--- src/rtl/skinny_sbox_mask_ctrl_if.sv ---
// Stream-side bundle of the masked S-box controller: unmasked nibbles in, results out, PRNG seed.
interface skinny_sbox_mask_ctrl_if;
  logic [63:0] seed;
  logic        seed_load;
  logic [3:0]  in_data;
  logic        in_valid;
  logic        in_ready;
  logic [3:0]  out_data;
  logic        out_valid;
  logic        out_ready;

  modport master (
    output seed, seed_load, in_data, in_valid, out_ready,
    input  in_ready, out_data, out_valid
  );

  modport slave (
    input  seed, seed_load, in_data, in_valid, out_ready,
    output in_ready, out_data, out_valid
  );
endinterface

--- src/rtl/skinny_sbox_mask_ctrl.sv ---
// Front/back end for a 3-share masked SKINNY-64 S-box pipeline: share splitting, fresh randomness,
// recombination of the delayed share outputs and a credit-controlled result buffer.
module skinny_sbox_mask_ctrl #(
  parameter int unsigned LAT        = 3,
  parameter int unsigned FIFO_DEPTH = 4,
  parameter logic [63:0] SEED_DFLT  = 64'h9E3779B97F4A7C15
) (
  input  logic                   clk,
  input  logic                   rst_n,
  skinny_sbox_mask_ctrl_if.slave bus,
  output logic [3:0]             sh1_o,
  output logic [3:0]             sh2_o,
  output logic [3:0]             sh3_o,
  output logic [11:0]            r_o,
  output logic [3:0]             rc0_o,
  output logic [3:0]             rc1_o,
  output logic [3:0]             klmn_o,
  input  logic [3:0]             sb1_i,
  input  logic [3:0]             sb2_i,
  input  logic [3:0]             sb3_i
);
  localparam int unsigned PW = (FIFO_DEPTH > 1) ? $clog2(FIFO_DEPTH) : 1;
  localparam int unsigned CW = $clog2(FIFO_DEPTH + LAT + 1);

  logic [63:0]    prng_q, prng_d;
  logic [31:0]    unused_prng_hi;
  logic [3:0]     m0, m1;
  logic           accept;
  logic           in_ready;
  logic [LAT-1:0] tag_q, tag_d;
  logic [CW-1:0]  inflight;
  logic [CW-1:0]  credit_used;
  logic [3:0]     fifo_mem_q [FIFO_DEPTH];
  logic [PW-1:0]  wr_ptr_q, wr_ptr_d;
  logic [PW-1:0]  rd_ptr_q, rd_ptr_d;
  logic [CW-1:0]  cnt_q, cnt_d;
  logic           push, pop;
  logic [3:0]     push_data;
  logic           out_valid;

  function automatic logic [63:0] xorshift64(input logic [63:0] x);
    logic [63:0] t;
    t = x ^ (x << 13);
    t = t ^ (t >> 7);
    t = t ^ (t << 17);
    return t;
  endfunction

  function automatic logic [PW-1:0] ptr_inc(input logic [PW-1:0] p);
    if (p == PW'(FIFO_DEPTH - 1)) return '0;
    return p + PW'(1);
  endfunction

  // PRNG advances every cycle so no mask is ever presented twice.
  always_comb begin
    prng_d = xorshift64(prng_q);
    if (bus.seed_load) begin
      prng_d = (bus.seed == 64'd0) ? SEED_DFLT : bus.seed;
    end
  end

  always_ff @(posedge clk or negedge rst_n) begin
    if (!rst_n) prng_q <= SEED_DFLT;
    else        prng_q <= prng_d;
  end

  assign unused_prng_hi = prng_q[63:32];
  assign m0     = prng_q[3:0];
  assign m1     = prng_q[7:4];
  assign r_o    = prng_q[19:8];
  assign rc0_o  = prng_q[23:20];
  assign rc1_o  = prng_q[27:24];
  assign klmn_o = prng_q[31:28];

  // Idle cycles feed a masked zero so the pipeline never sees unmasked data.
  assign accept = bus.in_valid & in_ready;
  assign sh1_o  = m0;
  assign sh2_o  = m1;
  assign sh3_o  = (accept ? bus.in_data : 4'h0) ^ m0 ^ m1;

  assign tag_d[0] = accept;
  for (genvar gi = 1; gi < LAT; gi++) begin : g_tag
    assign tag_d[gi] = tag_q[gi-1];
  end

  always_ff @(posedge clk or negedge rst_n) begin
    if (!rst_n) tag_q <= '0;
    else        tag_q <= tag_d;
  end

  always_comb begin
    inflight = '0;
    for (int i = 0; i < LAT; i++) begin
      inflight = inflight + CW'(tag_q[i]);
    end
  end

  // Every accepted nibble reserves a buffer slot; a same-cycle pop frees it only next cycle.
  assign credit_used  = cnt_q + inflight;
  assign in_ready     = rst_n & (credit_used < CW'(FIFO_DEPTH));
  assign bus.in_ready = in_ready;

  assign push      = tag_q[LAT-1];
  assign push_data = sb1_i ^ sb2_i ^ sb3_i;
  assign out_valid = (cnt_q != '0);
  assign pop       = out_valid & bus.out_ready;

  always_comb begin
    wr_ptr_d = wr_ptr_q;
    rd_ptr_d = rd_ptr_q;
    cnt_d    = cnt_q;
    if (push) wr_ptr_d = ptr_inc(wr_ptr_q);
    if (pop)  rd_ptr_d = ptr_inc(rd_ptr_q);
    case ({push, pop})
      2'b10:   cnt_d = cnt_q + CW'(1);
      2'b01:   cnt_d = cnt_q - CW'(1);
      default: cnt_d = cnt_q;
    endcase
  end

  always_ff @(posedge clk or negedge rst_n) begin
    if (!rst_n) begin
      wr_ptr_q <= '0;
      rd_ptr_q <= '0;
      cnt_q    <= '0;
    end else begin
      wr_ptr_q <= wr_ptr_d;
      rd_ptr_q <= rd_ptr_d;
      cnt_q    <= cnt_d;
    end
  end

  always_ff @(posedge clk) begin
    if (push) fifo_mem_q[wr_ptr_q] <= push_data;
  end

  assign bus.out_valid = out_valid;
  assign bus.out_data  = fifo_mem_q[rd_ptr_q];

  no_push_when_full: assert property (@(posedge clk) disable iff (!rst_n)
                                      !(push && (cnt_q == CW'(FIFO_DEPTH))));

endmodule
--- src/flat_wrapper.sv ---
// flat-port wrapper written by rule: the top's interface ports become plain ports
module skinny_sbox_mask_ctrl_flat 
#(
  parameter int unsigned LAT        = 3,
  parameter int unsigned FIFO_DEPTH = 4,
  parameter logic [63:0] SEED_DFLT  = 64'h9E3779B97F4A7C15
)
  (clk, rst_n, sh1_o, sh2_o, sh3_o, r_o, rc0_o, rc1_o, klmn_o, sb1_i, sb2_i, sb3_i, bus_seed, bus_seed_load, bus_in_data, bus_in_valid, bus_out_ready, bus_in_ready, bus_out_data, bus_out_valid);
  skinny_sbox_mask_ctrl_if bus_i ();
  input  logic clk;
  input  logic rst_n;
  output logic [3:0] sh1_o;
  output logic [3:0] sh2_o;
  output logic [3:0] sh3_o;
  output logic [11:0] r_o;
  output logic [3:0] rc0_o;
  output logic [3:0] rc1_o;
  output logic [3:0] klmn_o;
  input  logic [3:0] sb1_i;
  input  logic [3:0] sb2_i;
  input  logic [3:0] sb3_i;
  input wire logic [$bits(bus_i.seed)-1:0] bus_seed;
  input wire logic [$bits(bus_i.seed_load)-1:0] bus_seed_load;
  input wire logic [$bits(bus_i.in_data)-1:0] bus_in_data;
  input wire logic [$bits(bus_i.in_valid)-1:0] bus_in_valid;
  input wire logic [$bits(bus_i.out_ready)-1:0] bus_out_ready;
  output wire logic [$bits(bus_i.in_ready)-1:0] bus_in_ready;
  output wire logic [$bits(bus_i.out_data)-1:0] bus_out_data;
  output wire logic [$bits(bus_i.out_valid)-1:0] bus_out_valid;
  assign bus_i.seed = bus_seed;
  assign bus_i.seed_load = bus_seed_load;
  assign bus_i.in_data = bus_in_data;
  assign bus_i.in_valid = bus_in_valid;
  assign bus_i.out_ready = bus_out_ready;
  assign bus_in_ready = bus_i.in_ready;
  assign bus_out_data = bus_i.out_data;
  assign bus_out_valid = bus_i.out_valid;
  skinny_sbox_mask_ctrl #(.LAT(LAT), .FIFO_DEPTH(FIFO_DEPTH), .SEED_DFLT(SEED_DFLT)) u_core (.clk(clk), .rst_n(rst_n), .bus(bus_i), .sh1_o(sh1_o), .sh2_o(sh2_o), .sh3_o(sh3_o), .r_o(r_o), .rc0_o(rc0_o), .rc1_o(rc1_o), .klmn_o(klmn_o), .sb1_i(sb1_i), .sb2_i(sb2_i), .sb3_i(sb3_i));
endmodule
--- config.mk ---
export PLATFORM = sky130hd
export DESIGN_NAME = skinny_sbox_mask_ctrl_flat
export DESIGN_NICKNAME = d
export VERILOG_FILES = /design/src/rtl/skinny_sbox_mask_ctrl_if.sv /design/src/rtl/skinny_sbox_mask_ctrl.sv /design/src/flat_wrapper.sv
export SDC_FILE = /design/constraint.sdc
export NUM_CORES = 1
export LEC_CHECK = 0
export CAP_MARGIN = 40
export CORE_UTILIZATION = 46
export DETAILED_ROUTE_END_ITERATION = 16
export GPL_ROUTABILITY_DRIVEN = 1
export PLACE_DENSITY_LB_ADDON = 0.25
export REMOVE_ABC_BUFFERS = 1
export SYNTH_ARGS = -nofsm -noshare
export SYNTH_HDL_FRONTEND = slang
export SYNTH_SLANG_ARGS = --single-unit
--- constraint.sdc ---
create_clock -name clk -period 2.28 [get_ports clk]
set_input_delay 0.456 -clock clk [delete_from_list [all_inputs] [get_ports clk]]
set_output_delay 0.456 -clock clk [all_outputs]
set_load 0.1 [all_outputs]
==> results.md <==
Setup path:
- STA classifies the critical path startpoint as a flip-flop.
- The cell with the largest stage delay on the worst path is sky130_fd_sc_hd__dfrtp_1.
- The longest individual stage delay on the worst path is 0.39 ns.
- The worst setup path is captured at an output port.
- The critical path in this run is classified as reg2out.
- The top fanout value on the critical path is 5.
- The most frequent cell on the critical path is sky130_fd_sc_hd__ha_1.
- Data arrives at the worst endpoint at ~2.4 ns.
- Data on the critical path is required at its endpoint by approximately 1.8 ns.
- Walking the worst path, the cells encountered are ha_1 -> ha_1 -> a21o_1 -> a21oi_2 -> buf_6 -> mux2i_2 -> xnor2_1 -> bufbuf_16.

Synthesis:
- The proportion of netlist area held by the largest area contributor is 22.3%.
- The proportion of register bits with asynchronous set or reset after synthesis is 82.2%.
- Summing every instance area after synthesis gives 0.00550 mm².
- Sequential cells were found to cover approximately 43% of the synthesized design area.
- Sorting the synthesized cells by area gives the leading types as sky130_fd_sc_hd__xnor2_1 22%, sky130_fd_sc_hd__dfstp_2 18%, sky130_fd_sc_hd__dfrtp_1 16%.
- The post-synthesis cell type count is 31.
- The number of enable flip-flop cells after synthesis is 16.
- In the synthesized netlist, the number of instances is between 400 and 500.
- In this run the mean area of a mapped cell was 11.4 µm².
- The number of register bits inferred by synthesis is 90.
- In the synthesized netlist the dominant register cell turns out to be sky130_fd_sc_hd__dfstp_2.
- The Yosys step of the flow raised 0 warnings.
- sky130_fd_sc_hd__xnor2_1 takes more of the synthesized area than any other cell.

Timing:
- The hold violation count in the final report is 0.
- At the pin with the least slew margin, the transition time is 0.694 ns.
- Setup repair after global routing could not meet its margin everywhere.
- For the final database, setup skew stands at ~0.0073 ns.
- The final critical-path share of the clock period is 127%.
- The worst slew margin relative to its limit is 53.8%.
- For the finished layout, the period the worst path requires is 2.89 ns.
- In the post-route analysis, the smallest setup slack over all paths is -0.611 ns.
- For this run, the top clock speed supported by timing is approximately 0.35 GHz.
- The number of max-slew violations in the final report was 0.
- The final setup violation count is 5.

Drt:
- The detail route stage leaves a number of antenna-violating nets equal to 0.
- In this run, the number of DRC markers left after iteration 0 of detailed routing was 219.
- For this run, the detailed router's first-pass iteration total came to 11.
- For this block, the via count after detailed routing is 4,136.
- The final routed wire length divided by cell count is 20.0 µm.
- The post-detailed-routing wire length is 15.5 mm.
- In the routed design, unresolved DRC markers number 12.
- Dividing the detail-routed via count by the number of cells gives between 5 and 6.

Clock network:
- TritonCTS built the clock tree.
- Counting the buffers created by CTS gives 9.
- For this design, the CTS-stage hold fixing added 0 buffers.
- The clock passes through at most 2 buffers.
- The H-tree was split into 3 levels.
- The clock-pin slew reported for the worst setup and hold paths after clock tree synthesis is 0.07 ns.
- The clock tree root driver cell is sky130_fd_sc_hd__clkbuf_16.
- For this design, the sink count on the clock tree is 90.
- The latest clock arrival within the worst-skew pair is about 0.34 ns.

Outcome:
- The flow ran to the end, but the final reports show violations.
- The final reports fail on DRC, setup timing.

GRT:
- The overall routing resource usage is approximately a quarter.
- The aggregate global routing overflow is 0.
- The number of antenna violations at the first check in global routing is 0.
- The maximum number of pins on one net before global-route repair is 55.
- The first-pass GRT wire length is 24.0 mm.
- The via count of the first global-routing pass is 4,285.

Placement:
- At the placement stage, the worst setup path has a slack of -0.384 ns.
- The congestion estimate from routability-driven global placement came to 0.937.
- The detailed-placement wirelength estimate is ~12 mm.
- During placement, the flow inserted port buffers numbering 126.

Layout:
- The layout-stage area growth over the synthesis result is 35.0%.
- The share of cells above drive strength 1 is 28.1%.
- The number of antenna diodes in the final layout is 0.
- The net count of the finished layout is 721.
- The utilization after layout is 64.5%.

Die:
- The overall die area is 0.0124 mm².
- The effective utilization at floorplan is 47.7%.
- In this run the standard cell core region covers 0.0115 mm².
- The floorplan step set the die height to 111 µm.
- The site row count is 39.
- The count of boundary I/O pins is 127.
- The width of the chip is 111 µm.

Min path:
- In this run the worst hold path is classified as in2async.

Job:
- Across the run, the number of max-cap violations was 0.
==> logic make-up (layout without fill, tap and decap cells) <==
| kind of cell | Yosys count | in the layout | synth area share, % |
|---|---|---|---|
| compound gates | 62 | 62 | 8.53 |
| xor+xnor | 184 | 184 | 29.3 |
| fa+ha+maj | 10 | 10 | 2.41 |
| simple gates | 60 | 60 | 5.67 |
| buf+inv | 57 | 207 | 6.37 |
| mux | 18 | 18 | 4.42 |
| flops | 90 | 90 | 43.3 |
==> critical path, delay by kind of cell, from the launching register on <==
family	cells	cell delay [ns]
flops	1	0.39
compound gates	2	0.29
fa+ha+maj	2	0.57
mux	1	0.23
buf+inv	2	0.47
xor+xnor	1	0.14
==> cells in the final DEF (no fill, tap or decap), drive strengths merged, types with 3 or more instances in the layout <==
cell             n
inv              9
o22a            22
clkbuf          10
a21oi            3
dfrtp           36
and2             4
mux2i            4
nor2             4
nor4            16
edfxtp          16
mux4             4
xor2            44
nand2           19
mux2            10
a2bb2oi         16
clkinv           3
nand3            4
dfstp           38
buf            100
ha               9
o21ai           18
clkdlybuf4s50   82
xnor2          140
nand4            8
==> layout make-up <==
| class | count | area [µm²] |
|---|---|---|
| Tap cell | 143 | 179 |
| Multi-Input combinational cell | 334 | 2830 |
| Timing Repair Buffer | 183 | 1720 |
| Sequential cell | 90 | 2380 |
| Clock buffer | 10 | 229 |
| Inverter | 8 | 30.0 |
| Fill cell | 896 | 4090 |
| Clock inverter | 6 | 52.6 |
==> stage by stage <==
stage | instance area, µm² | TNS (ns) | std cells | hold slack [ns]
final | 7420 | -2.81 | 774 | 0.0881
after global routing | 7420 | -3.45 | 774 | 0.0884
after CTS | 7380 | -2.94 | 773 | 0.0840
after detailed placement | 7050 | -13.78 | 755 | 0.381
after global placement | 7050 | -13.76 | 755 | 0.365
after floorplan | 5180 | -33.62 | 432 | 0.160
==> per-layer routing <==
metal	up-vias	wire, µm	part of all wire (%)	GRT usage (%)
li1	1904	-	-	-
met1	2055	6830	44	35.5
met2	156	7540	49	41.8
met3	21	847	5.5	4.10
met4	0	244	1.6	7.30
met5	-	0	0	0
==> worst paths after layout <==
kind | to | slack [ns] | depth (start not counted) | from
max | sh3_o[1] | -0.61 | 8 | u_core.tag_q[1]
min | u_core.prng_q[7] | 0.09 | 2 | rst_n
max reg2reg | u_core.cnt_q[2] | 0.15 | 10 | u_core.cnt_q[0]
min reg2reg | u_core.tag_q[2] | 0.39 | 0 | u_core.tag_q[1]
max in group asynchronous | u_core.prng_q[62] | 1.50 | 2 | rst_n
min in group clk | u_core.tag_q[2] | 0.39 | 0 | u_core.tag_q[1]
==> state kept, by name (all words and copies together) (netlist names) <==
name,cells
u_core.cnt_q,3
u_core.prng_q,64
u_core.wr_ptr_q,2
u_core.rd_ptr_q,2
u_core.tag_q,3
u_core.fifo_mem_q,16
==> timing repair <==
item | in CTS | in global routing
buffers inserted | 2 | 2
resized for setup | 5 | 8
endpoints found under the setup margin | 20 | 17
pin swaps | 1 | 5
==> synth_stat cells (2+ instances only) <==
cell                        number
sky130_fd_sc_hd__xor2_1         44
sky130_fd_sc_hd__or3_1           2
sky130_fd_sc_hd__a21o_1          2
sky130_fd_sc_hd__clkbuf_1       12
sky130_fd_sc_hd__xnor2_1       140
sky130_fd_sc_hd__inv_1           8
sky130_fd_sc_hd__a2bb2oi_1      16
sky130_fd_sc_hd__edfxtp_1       16
sky130_fd_sc_hd__ha_1            9
sky130_fd_sc_hd__o22a_1         22
sky130_fd_sc_hd__mux2i_1         4
sky130_fd_sc_hd__buf_4          34
sky130_fd_sc_hd__o21ai_0        18
sky130_fd_sc_hd__mux4_2          4
sky130_fd_sc_hd__nor2b_1         2
sky130_fd_sc_hd__dfstp_2        38
sky130_fd_sc_hd__mux2_2         10
sky130_fd_sc_hd__nand4_1         8
sky130_fd_sc_hd__dfrtp_1        36
sky130_fd_sc_hd__nor2_1          4
sky130_fd_sc_hd__nor4_1         16
sky130_fd_sc_hd__and2_1          4
sky130_fd_sc_hd__nand3_1         4
sky130_fd_sc_hd__a21oi_1         3
sky130_fd_sc_hd__nand2_1        19
Power is not shown: default switching activity piles up to over one toggle a cycle in this logic, so the estimate is an artifact.
